==> src/rtl/multi_mode_counter.sv <==
// multi_mode_counter: WIDTH-bit sequencer/counter with EVEN, ODD, ALL and
// PINGPONG modes, up/down direction, a runtime inclusive upper limit, a
// synchronous load and a registered wrap/reversal pulse. All outputs are
// registered; next-value arithmetic is carried in WIDTH+1 bits so overflow
// and underflow are visible rather than truncated.
module multi_mode_counter #(
    parameter int unsigned       WIDTH   = 4,
    parameter logic [WIDTH-1:0]  RST_VAL = {WIDTH{1'b0}}
) (
    input  logic             clk,
    input  logic             rst,
    input  logic             en,
    input  logic [1:0]       mode,
    input  logic             dir,
    input  logic             load,
    input  logic [WIDTH-1:0] load_val,
    input  logic [WIDTH-1:0] limit,
    output logic [WIDTH-1:0] cnt,
    output logic             wrap,
    output logic             cfg_err
);

    localparam logic [1:0] MODE_EVEN = 2'd0;
    localparam logic [1:0] MODE_ODD  = 2'd1;
    localparam logic [1:0] MODE_ALL  = 2'd2;
    localparam logic [1:0] MODE_PP   = 2'd3;

    localparam logic DIR_UP   = 1'b0;
    localparam logic DIR_DOWN = 1'b1;

    localparam logic [WIDTH:0] ONE_X = {{WIDTH{1'b0}}, 1'b1};
    localparam logic [WIDTH:0] TWO_X = {{(WIDTH-1){1'b0}}, 2'b10};

    logic [WIDTH-1:0] cnt_q, cnt_d;
    logic             wrap_q, wrap_d;
    logic             cfg_err_q, cfg_err_d;
    logic             dir_q, dir_d;

    logic [WIDTH:0]   cnt_x_s;
    logic [WIDTH:0]   limit_x_s;
    logic             cfg_cond_s;
    logic             aligned_s;
    logic [WIDTH:0]   delta_s;
    logic [WIDTH-1:0] low_s;
    logic [WIDTH-1:0] high_s;
    logic [WIDTH:0]   cand_up_s;
    logic [WIDTH:0]   cand_dn_s;
    logic             pp_dir_s;
    logic [WIDTH:0]   pp_next_s;

    assign cnt_x_s    = {1'b0, cnt_q};
    assign limit_x_s  = {1'b0, limit};
    assign cfg_cond_s = en & (mode == MODE_ODD) & (limit == {WIDTH{1'b0}});

    // Mode-dependent step, low bound, high aligned value and candidates.
    always_comb begin
        aligned_s = 1'b1;
        delta_s   = ONE_X;
        low_s     = {WIDTH{1'b0}};
        high_s    = limit;
        case (mode)
            MODE_EVEN: begin
                aligned_s = (cnt_q[0] == 1'b0);
                delta_s   = aligned_s ? TWO_X : ONE_X;
                low_s     = {WIDTH{1'b0}};
                high_s    = {limit[WIDTH-1:1], 1'b0};
            end
            MODE_ODD: begin
                aligned_s = (cnt_q[0] == 1'b1);
                delta_s   = aligned_s ? TWO_X : ONE_X;
                low_s     = {{(WIDTH-1){1'b0}}, 1'b1};
                // limit==0 cannot reach here while enabled (cfg_err holds cnt)
                high_s    = limit[0] ? limit : (limit - {{(WIDTH-1){1'b0}}, 1'b1});
            end
            MODE_ALL: begin
                aligned_s = 1'b1;
                delta_s   = ONE_X;
                low_s     = {WIDTH{1'b0}};
                high_s    = limit;
            end
            default: begin
                aligned_s = 1'b1;
                delta_s   = ONE_X;
                low_s     = {WIDTH{1'b0}};
                high_s    = limit;
            end
        endcase
        cand_up_s = cnt_x_s + delta_s;
        cand_dn_s = cnt_x_s - delta_s;
    end

    // Ping-pong effective direction: turn around when already parked on an end.
    always_comb begin
        pp_dir_s = dir_q;
        if ((dir_q == DIR_UP) && (cnt_q == limit)) begin
            pp_dir_s = DIR_DOWN;
        end else if ((dir_q == DIR_DOWN) && (cnt_q == {WIDTH{1'b0}})) begin
            pp_dir_s = DIR_UP;
        end else begin
            pp_dir_s = dir_q;
        end
        pp_next_s = (pp_dir_s == DIR_DOWN) ? (cnt_x_s - ONE_X) : (cnt_x_s + ONE_X);
    end

    // Next-state selection with priority load > enable (reset handled in the register).
    always_comb begin
        cnt_d     = cnt_q;
        wrap_d    = 1'b0;
        dir_d     = dir_q;
        cfg_err_d = cfg_cond_s;
        if (load) begin
            cnt_d = load_val;
            dir_d = DIR_UP;
        end else if (!en || cfg_cond_s) begin
            cnt_d = cnt_q;
        end else if (mode != MODE_PP) begin
            if (dir == DIR_UP) begin
                if (cand_up_s > limit_x_s) begin
                    cnt_d  = low_s;
                    wrap_d = 1'b1;
                end else begin
                    cnt_d  = cand_up_s[WIDTH-1:0];
                end
            end else begin
                // cand_dn_s[WIDTH] set means the subtraction went below zero
                if (cand_dn_s[WIDTH] || (cand_dn_s < {1'b0, low_s}) || (cnt_q > limit)) begin
                    cnt_d  = high_s;
                    wrap_d = 1'b1;
                end else begin
                    cnt_d  = cand_dn_s[WIDTH-1:0];
                end
            end
        end else begin
            if (cnt_q > limit) begin
                cnt_d  = limit;
                dir_d  = DIR_DOWN;
                wrap_d = 1'b1;
            end else if (limit == {WIDTH{1'b0}}) begin
                cnt_d  = cnt_q;
            end else begin
                cnt_d = pp_next_s[WIDTH-1:0];
                dir_d = pp_dir_s;
                if ((pp_dir_s == DIR_UP) && (pp_next_s == limit_x_s)) begin
                    wrap_d = 1'b1;
                    dir_d  = DIR_DOWN;
                end else if ((pp_dir_s == DIR_DOWN) && (pp_next_s == {(WIDTH+1){1'b0}})) begin
                    wrap_d = 1'b1;
                    dir_d  = DIR_UP;
                end else begin
                    wrap_d = 1'b0;
                end
            end
        end
    end

    // State and output registers with synchronous active-high reset.
    always_ff @(posedge clk) begin
        if (rst) begin
            cnt_q     <= RST_VAL;
            wrap_q    <= 1'b0;
            cfg_err_q <= 1'b0;
            dir_q     <= DIR_UP;
        end else begin
            cnt_q     <= cnt_d;
            wrap_q    <= wrap_d;
            cfg_err_q <= cfg_err_d;
            dir_q     <= dir_d;
        end
    end

    assign cnt     = cnt_q;
    assign wrap    = wrap_q;
    assign cfg_err = cfg_err_q;

endmodule
==> config.mk <==
export PLATFORM = sky130hd
export DESIGN_NAME = multi_mode_counter
export DESIGN_NICKNAME = d
export VERILOG_FILES = /design/src/rtl/multi_mode_counter.sv
export SDC_FILE = /design/constraint.sdc
export NUM_CORES = 1
export LEC_CHECK = 0
export BUFFER_PORTS_ARGS = -buffer_cell sky130_fd_sc_hd__clkbuf_2
export CAP_MARGIN = 20
export CORE_MARGIN = 5
export CORE_UTILIZATION = 57
export CTS_CLUSTER_DIAMETER = 120
export DETAILED_ROUTE_END_ITERATION = 8
export PLACE_DENSITY = 0.89
export SLEW_MARGIN = 20
export SYNTH_ARGS = -nofsm -noshare
export SYNTH_HDL_FRONTEND = slang
export SYNTH_SLANG_ARGS = --single-unit
==> constraint.sdc <==
create_clock -name clk -period 4.5 [get_ports clk]
set_input_delay 0.225 -clock clk [delete_from_list [all_inputs] [get_ports clk]]
set_output_delay 0.225 -clock clk [all_outputs]
set_load 0.01 [all_outputs]
; ---- After elaboration in Yosys (flattened, before gate mapping)
; Cells that the tools add are included.
[op_classes]
addsub = 5
magnitude_cmp = 3
n_eq_ne = 7
muxes = 29
bitwise_logic = 6
n_reduce_logical = 16
[op_table]
columns = cell, n
row1 = 2-to-1 mux 4 bit, 9
row2 = 2-to-1 mux 1 bit, 15
row3 = zero test 4 bit, 2
row4 = one-hot mux 4 bit (2 select lines), 1
row5 = adder 4 x 1 -> 5 bit (second input constant), 1
row6 = adder 4 x 5 -> 5 bit, 1
row7 = == test 5 x 4 -> 1 bit, 1
row8 = > comparator 5 x 4 -> 1 bit, 1
row9 = zero test 5 bit, 1
row10 = less-than comparator 5 x 4 -> 1 bit, 1
row11 = 2-to-1 mux 5 bit, 1
row12 = subtractor 4 x 1 -> 5 bit (second input constant), 1
row13 = subtractor 4 x 5 -> 5 bit, 1
row14 = == test 4 bit, 1
row15 = > comparator 4 bit, 1
row16 = logical AND 1 bit, 4
row17 = 2-to-1 mux 2 bit, 2
row18 = != test 2 bit (second input constant), 2
row19 = != test 4 x 2 -> 1 bit (second input constant), 1
row20 = NOT 1 bit, 4
row21 = one-hot mux 2 bit (2 select lines), 1
row22 = subtractor 4 x 1 -> 4 bit (second input constant), 1
row23 = logical OR 1 bit, 3
row24 = AND reduction 3 bit, 1
row25 = 8 further kinds, 9
[totals]
regBits = 7
inputBits = 15
out_inout_bits = 6

; ---- Depth between registers and ports, before layout
; Gate-level depths: netlist of the first run.
[logic_depth]
depth_word = 12
ltp_mapped = 14
ltp_nobuf = 13

; ---- Worst setup path before layout of the first run
; OpenSTA, ideal clock, no wires.
[synth_timing]
kind = register to register
start = reg cnt_q[0] (netlist: cnt[0])
end = reg wrap_q (netlist: wrap)
setup_time_ns = 0.091
arrival_time_ns = 3.413
required_ns = 4.409
slack_ns = 0.996
path_stages_with_launch = 13
path_buffers = 0
period_less_slack_ns = 3.504
cell_sequence = dfxtp_1 > inv_1 > ha_1 > nand4_1 > mux2i_1 > inv_1 > fa_1 > xor2_1 > a2111oi_0 > o211ai_1 > nor3_1 > o21ai_0 > a311oi_1
[synth_via]
elab_chain_cells = 12
[synth_rtl]
columns = element, line
row1 = start: declaration, 34  ; logic [WIDTH-1:0] cnt_q, cnt_d;
row2 = start signal: assignment, 164  ; cnt_q <= cnt_d;
row3 = branches (longest 11 deep; another with subtractor 4 x 5 -> 5 bit), --
row4 = 2-to-1 mux 1 bit *, 116  ; end else if (mode != MODE_PP) begin
row5 = end signal: assignment, 165  ; wrap_q <= wrap_d;
row6 = end: declaration, 35  ; logic wrap_q, wrap_d;
; Every way passes the cells marked *.
; A chain may end at the register's enable or synchronous reset.

; ---- Worst setup path after layout of the first run
; Same ends and word-level chain as after synthesis.

==> flow_summary_export.csv, run 1 <==
group,metric,value,unit
yosys,synth_top_cells_by_count,"sky130_fd_sc_hd__ha_1, sky130_fd_sc_hd__inv_1, sky130_fd_sc_hd__a21oi_1",
timing,timing.max_slew.rel_slack,62.15,%
detailed_routing,drt_via_density,6.498,
timing,setup_repair_after_global_routing_missed_its_margin,"no",
grt,gr-usage-all-layers,22.05,%
finish,diodes,0,
yosys,post_synthesis_cell_count,161,
placement,gp_congestion,0.9813,
floorplanning,ios,21,
worst_setup_path,critPathArrivalTime,4.26,ns
clock_tree,cts_resized,0,
worst_setup_path,cp.required,4.66,ns
clock_tree,ctsLongestPathBuffers,2,
grt,wire_length_of_the_first_global_routing_pass,5.858,mm
yosys,postSynthNetCount,195,
worst_setup_path,setup.worst_path.start_class,"register",
detailed_routing,post_detailed_route_wirelength_per_cell,16.86,µm
detailed_routing,drtAntennaViolNets,0,
clock_tree,htreeDepth,1,
placement,buffers_on_ports,20,
finish,layout.core_utilization,66.31,%
timing,setup_failing_eps_final,0,
yosys,netlist.top_cell.by_area,"sky130_fd_sc_hd__ha_1",
timing,hold_violations,0,
hold_path,timing.hold.worst.class,"in2reg",
timing,finalCritPeriodShare,91.16,%
finish,multi_input_area,0.001076,mm²
clock_tree,cts_tree,"done",
yosys,post_synth_num_cell_types,49,
yosys,mapped_cell_area,0.001290,mm²
finish,final-seq-area,140.1,µm²
clock_tree,tritoncts_num_sinks,7,
worst_setup_path,worstSetupPathType,"reg2reg",
yosys,yosysWarningCount,0,
placement,place.detailed.instances,207,
worst_setup_path,max_stage_delay,0.48,ns
finish,areaGrowthSynthToFinish,12.61,%
finish,final_nets,218,
worst_setup_path,cell_chain_of_the_critical_path,"inv_1 > ha_1 > nand4_1 > mux2i_1 > inv_1 > fa_1 > xor2_1 > a2111oi_0 > o211ai_1 > nor3_1 > o21ai_0 > a311oi_1",
grt,grt_pass1_vias,1299,
worst_setup_path,critPathMaxFanout,8,
timing,transition_time_of_the_tightest_slew_check_pin,0.5666,ns
detailed_routing,totalWireLength,3.557,mm
power,total_leakage_power,0.0006621,µW
clock_tree,cts.root.buffer_cell,"sky130_fd_sc_hd__clkbuf_4",
detailed_routing,drc,0,
yosys,synth.avg_cell_area,8.012,µm²
timing,slew_violations,0,
floorplanning,core_area,0.002191,mm²
worst_setup_path,slowest_stage,"sky130_fd_sc_hd__mux2i_1",
floorplanning,initial_core_util,58.88,%
worst_setup_path,crit_path_end_kind,"register",
outcome,run_status,"finished, final reports clean",
worst_setup_path,critPathLaunch,"cnt[0]$_SDFFE_PP0P_",
clock_tree,post-cts-setup-buffers,0,
timing,finalWorstPathRequiredPeriod,4.102,ns
grt,grt_start_max_net_pins,12,
power,max-vdd-ir-drop,0.2133,mV
timing,totalNegativeSetupSlack,0,ns
detailed_routing,routed-via-count,1371,
timing,postLayoutSetupSlackWorst,0.3980,ns
finish,drive_above_1_share,17.49,%
finish,instances_no_fill,211,
placement,worst_slack_at_placement,0.4187,ns
clock_tree,worst_setup_hold_path_clk_slew,0.05,ns
floorplanning,rows,17,
detailed_routing,drt_iter0_markers,65,
clock_tree,ctsHoldBuffers,0,
clock_tree,tritoncts.num_buffers,3,
grt,grt_antenna_before_repair,0,
clock_tree,clock_insertion_delay_worst_skew,0.25,ns
yosys,async_s_r_ff_share_synth,0,%
finish,n_fill_cell,178,
power,power_per_cell_area,262.9,mW/mm²
yosys,synth_ff_type,"sky130_fd_sc_hd__dfxtp_1",
yosys,synth_edf_count,0,
timing,final.hold.worst_slack,0.2342,ns
floorplanning,die_x,57.57,µm
worst_setup_path,path_common_cell,"sky130_fd_sc_hd__inv_1",
timing,final.setup_skew,0.002142,ns
grt,overflow,0,
yosys,synth_top_area_share,15.52,%
yosys,yosysSeqAreaShare,10.86,%
yosys,synth.most_common_cell,"sky130_fd_sc_hd__ha_1",
worst_setup_path,r2r_start,"cnt[0]$_SDFFE_PP0P_",
floorplanning,fp.dieArea,0.003314,mm²
job,drv.max_cap_violation_count,0,
placement,dp.final_hpwl,2.934,mm
yosys,synth.top_cells.by_area,"sky130_fd_sc_hd__ha_1, sky130_fd_sc_hd__dfxtp_1, sky130_fd_sc_hd__xnor2_1, sky130_fd_sc_hd__fa_1, sky130_fd_sc_hd__mux2i_1",
floorplanning,chipHeight,57.57,µm
hold_path,timing.hold.worst.start,"load_val[0]",
detailed_routing,drt_first_pass_iters,4,
yosys,synth.ff_latch_count,7,
timing,fmaxAchievable,243.8,MHz
==> per-stage QoR <==
stage	instance area, µm²	power [µW]
6_report	1453	381.9
5_1_grt	1453	413.8
4_1_cts	1453	377.5
3_5_place_dp	1426	318.3
3_3_place_gp	1426	310.6
2_1_floorplan	1290	257.3
==> registers in the layout, indices dropped and copies added, names as in the netlist <==
| name | cells |
|---|---|
| cfg_err | 1 |
| wrap | 1 |
| cnt | 4 |
| dir_q | 1 |
==> power by group <==
part,internal [µW],switching [µW],total (µW)
combinational,108,144,252
clock,33.9,24.9,58.9
sequential,67.1,4.42,71.5
==> layout make-up <==
class | count | share of cell area [%]
clock buffer | 4 | 1.809
sequential | 7 | 9.647
inverter | 14 | 3.618
timing repair buffer | 23 | 8.441
tap | 28 | 2.412
multi-input combinational | 135 | 74.07
==> final timing paths <==
| check | to | slack (ns) | cells after the start |
|---|---|---|---|
| max | wrap$_SDFF_PP0_ | 0.40 | 12 |
| max reg2reg | wrap$_SDFF_PP0_ | 0.40 | 12 |
| min | cnt[0]$_SDFFE_PP0P_ | 0.23 | 3 |
| min reg2reg | dir_q$_SDFFE_PP0P_ | 0.58 | 2 |
==> routing by layer <==
layer	GRT usage, %	wire, µm	up-vias
li1	-	-	656
met1	27.40	1398	633
met2	36.77	1767	74
met3	4.525	322	8
met4	8.940	69	0
met5	0	0	-
==> worst max-delay path: cells and delay by family (launching register included) <==
family,cells,cell delay (ns)
XOR/XNOR,1,0.21
flip-flops,1,0.47
buffers and inverters,2,0.36
adder cells (fa/ha/maj),2,0.84
multiplexers,1,0.48
AO/OA/AOI/OAI,4,1.04
AND/OR/NAND/NOR,2,0.60
==> cells in the final DEF (no fill, tap or decap), types with 4 or more instances in the layout <==
cell type / n
sky130_fd_sc_hd__o21ai_0: 6
sky130_fd_sc_hd__mux2i_1: 6
sky130_fd_sc_hd__dfxtp_1: 7
sky130_fd_sc_hd__a31oi_1: 4
sky130_fd_sc_hd__nor2b_1: 5
sky130_fd_sc_hd__clkbuf_2: 20
sky130_fd_sc_hd__xnor2_1: 7
sky130_fd_sc_hd__nor3_1: 6
sky130_fd_sc_hd__nor3b_1: 4
sky130_fd_sc_hd__nand2_1: 9
sky130_fd_sc_hd__a21oi_1: 11
sky130_fd_sc_hd__ha_1: 16
sky130_fd_sc_hd__inv_1: 14
sky130_fd_sc_hd__o211ai_1: 5
sky130_fd_sc_hd__nor2_1: 8
==> cell families after synthesis <==
| family | Yosys count | synth area share, % |
|---|---|---|
| adders and majority gates | 19 | 20.17 |
| xor gates and xnor gates | 9 | 6.111 |
| and+or+nand+nor | 46 | 19.30 |
| AOI/OAI and AO/OA | 55 | 33.17 |
| DFF | 7 | 10.86 |
| buffers and inverters | 19 | 5.723 |
| muxes | 6 | 4.656 |
(Power assumes the default switching activity.)
==> run 2, diff against run 1 <==
- CORE_UTILIZATION: 57 -> 60
- PLACE_DENSITY: 0.89 -> 0.93
- clock period: 4.5 -> 5.2 ns (I/O delays scaled with it)
==> run 2 against run 1 <==
Sequential share of layout area grew 0.16 points. Largest cell class unchanged. Global-route usage is 1.4 points higher. Highest routed layer unchanged. Largest power group unchanged. Register-to-register slack better by 0.81 ns. Critical endpoint unchanged.
==> flow_summary_export.csv, run 2 (synthesis results as in run 1) <==
group,metric,value,unit
finish,layout_commonest_cell,"sky130_fd_sc_hd__clkbuf_2",
power,total_leakage_power,0.0006467,µW
clock_tree,tritoncts.num_buffers,3,
timing,hold_violations,0,
clock_tree,ctsHoldBuffers,0,
detailed_routing,drt_iter0_markers,59,
finish,final_area,0.001429,mm²
hold_path,timing.hold.worst.class,"in2reg",
timing,final.hold.worst_slack,0.2670,ns
finish,areaGrowthSynthToFinish,10.77,%
grt,gr-usage-all-layers,23.48,%
grt,grt_pass1_vias,1363,
grt,top_usage_layer,"met2",
clock_tree,cts_tree,"done",
timing,setup_repair_after_global_routing_missed_its_margin,"no",
clock_tree,ctsLongestPathBuffers,2,
worst_setup_path,worst-r2r-cell-count,12,
detailed_routing,totalWireLength,3.671,mm
grt,grt_use_met3,5.046,%
worst_setup_path,crit_path_end_kind,"register",
clock_tree,htreeDepth,1,
worst_setup_path,cp.required,5.38,ns
worst_setup_path,cell_chain_of_the_critical_path,"inv_1 > ha_1 > nand4_1 > mux2i_1 > inv_1 > fa_1 > xor2_1 > a2111oi_0 > o211ai_1 > nor3_1 > o21ai_0 > a311oi_1",
power,power,331.1,µW
detailed_routing,drtAntennaViolNets,0,
detailed_routing,routed-via-count,1392,
timing,finalCritPeriodShare,76.72,%
grt,grt.met2_usage,40.73,%
worst_setup_path,worstSetupPathType,"reg2reg",
job,drv.max_cap_violation_count,0,
detailed_routing,drt_via_density,6.725,
finish,mostFrequentLayoutCells,"sky130_fd_sc_hd__clkbuf_2, sky130_fd_sc_hd__ha_1, sky130_fd_sc_hd__inv_1",
clock_tree,post-cts-setup-buffers,0,
detailed_routing,drt_first_pass_iters,4,
clock_tree,cts.root.buffer_cell,"sky130_fd_sc_hd__clkbuf_4",
worst_setup_path,reg2reg_setup_slack,1.21,ns
floorplanning,ios,21,
timing,final.setup_skew,0.0009645,ns
finish,largest_reg_flops,4,
floorplanning,die_x,56.37,µm
clock_tree,clock_insertion_delay_worst_skew,0.26,ns
timing,timing.max_slew.rel_slack,60.17,%
worst_setup_path,reg2reg_to,"wrap$_SDFF_PP0_",
placement,gp_congestion,0.9876,
worst_setup_path,path_common_cell,"sky130_fd_sc_hd__inv_1",
placement,placement.cell_area,0.001403,mm²
clock_tree,cts_resized,0,
detailed_routing,post_detailed_route_wirelength_per_cell,17.73,µm
finish,drive_above_1_share,16.11,%
timing,slew_violations,0,
power,max-vdd-ir-drop,0.1878,mV
timing,finalWorstPathRequiredPeriod,3.989,ns
clock_tree,worst_setup_hold_path_clk_slew,0.05,ns
placement,dp.final_hpwl,2.892,mm
worst_setup_path,critPathMaxFanout,8,
finish,final_nets,215,
grt,overflow,0,
finish,diodes,0,
floorplanning,rows,16,
hold_path,min_to,"cnt[0]$_SDFFE_PP0P_",
worst_setup_path,r2r_start,"cnt[0]$_SDFFE_PP0P_",
power,power_per_cell_area,231.7,mW/mm²
placement,buffers_on_ports,20,
clock_tree,tritoncts_num_sinks,7,
worst_setup_path,slowest_stage,"sky130_fd_sc_hd__fa_1",
timing,fmaxAchievable,250.7,MHz
floorplanning,initial_core_util,64.44,%
grt,wire_length_of_the_first_global_routing_pass,6.147,mm
hold_path,timing.hold.worst.start,"load_val[0]",
worst_setup_path,worstPathBufferInverterCount,2,
timing,setup_failing_eps_final,0,
grt,grt_antenna_before_repair,0,
grt,grt_util_met1,27.63,%
worst_setup_path,setup.worst_path.start_class,"register",
floorplanning,core_area,0.002002,mm²
finish,instances_no_fill,207,
timing,transition_time_of_the_tightest_slew_check_pin,0.5961,ns
floorplanning,chipHeight,56.37,µm
detailed_routing,drc,0,
outcome,run_status,"finished, final reports clean",
floorplanning,fp.dieArea,0.003177,mm²
worst_setup_path,critPathArrivalTime,4.16,ns
grt,grt_start_max_net_pins,12,
placement,place.detailed.instances,203,
worst_setup_path,max_stage_delay,0.48,ns
worst_setup_path,worst_path_dominant_cell_family,"compound AO/OA/AOI/OAI gates",
hold_path,hold_depth,3,
timing,totalNegativeSetupSlack,0,ns
run 2: worst max-delay path by stage:
stage                                  to  cells after the start                 from  slack (ns)
after floorplan           wrap$_SDFF_PP0_                     12  cnt[0]$_SDFFE_PP0P_        1.70
after global placement    wrap$_SDFF_PP0_                     12  cnt[0]$_SDFFE_PP0P_        1.48
after detailed placement  wrap$_SDFF_PP0_                     12  cnt[0]$_SDFFE_PP0P_        1.26
after CTS                 wrap$_SDFF_PP0_                     12  cnt[0]$_SDFFE_PP0P_        1.25
after global routing      wrap$_SDFF_PP0_                     12  cnt[0]$_SDFFE_PP0P_        0.91
final                     wrap$_SDFF_PP0_                     12  cnt[0]$_SDFFE_PP0P_        1.21
run 2: stage by stage:
| stage | util [%] | worst slack (ns) |
|---|---|---|
| 5_1_grt | 71.38 | 0.9060 |
| 3_3_place_gp | 70.06 | 1.481 |
| 4_1_cts | 71.38 | 1.250 |
| 3_5_place_dp | 70.06 | 1.261 |
| 6_report | 71.38 | 1.211 |
| 2_1_floorplan | - | 1.696 |
run 2: worst min-delay path, cell delays in order:
cell and delay [ns]:
sky130_fd_sc_hd__clkbuf_2 0.08, sky130_fd_sc_hd__inv_1 0.04, sky130_fd_sc_hd__a221oi_1 0.08
run 2: final cells by class:
cell class,count,area [µm²]
Inverter,14,52.55
Fill cell,166,573.1
Tap cell,27,33.78
Multi-Input combinational cell,135,1076
Timing Repair Buffer,20,100.1
Clock buffer,4,26.28
Sequential cell,7,140.1
run 2: where the power goes:
group / switching [µW] / internal, µW
clock network: 22.8 / 29.5
registers: 12.9 / 58.1
logic: 118 / 90.0
total: 154 / 178
run 2: metal layers:
| layer | vias to the layer above | part of all wire [%] |
|---|---|---|
| met2 | 68 | 49 |
| met1 | 654 | 40 |
| li1 | 651 | - |
| met3 | 19 | 8.0 |
| met4 | 0 | 2.6 |
| met5 | - | 0 |
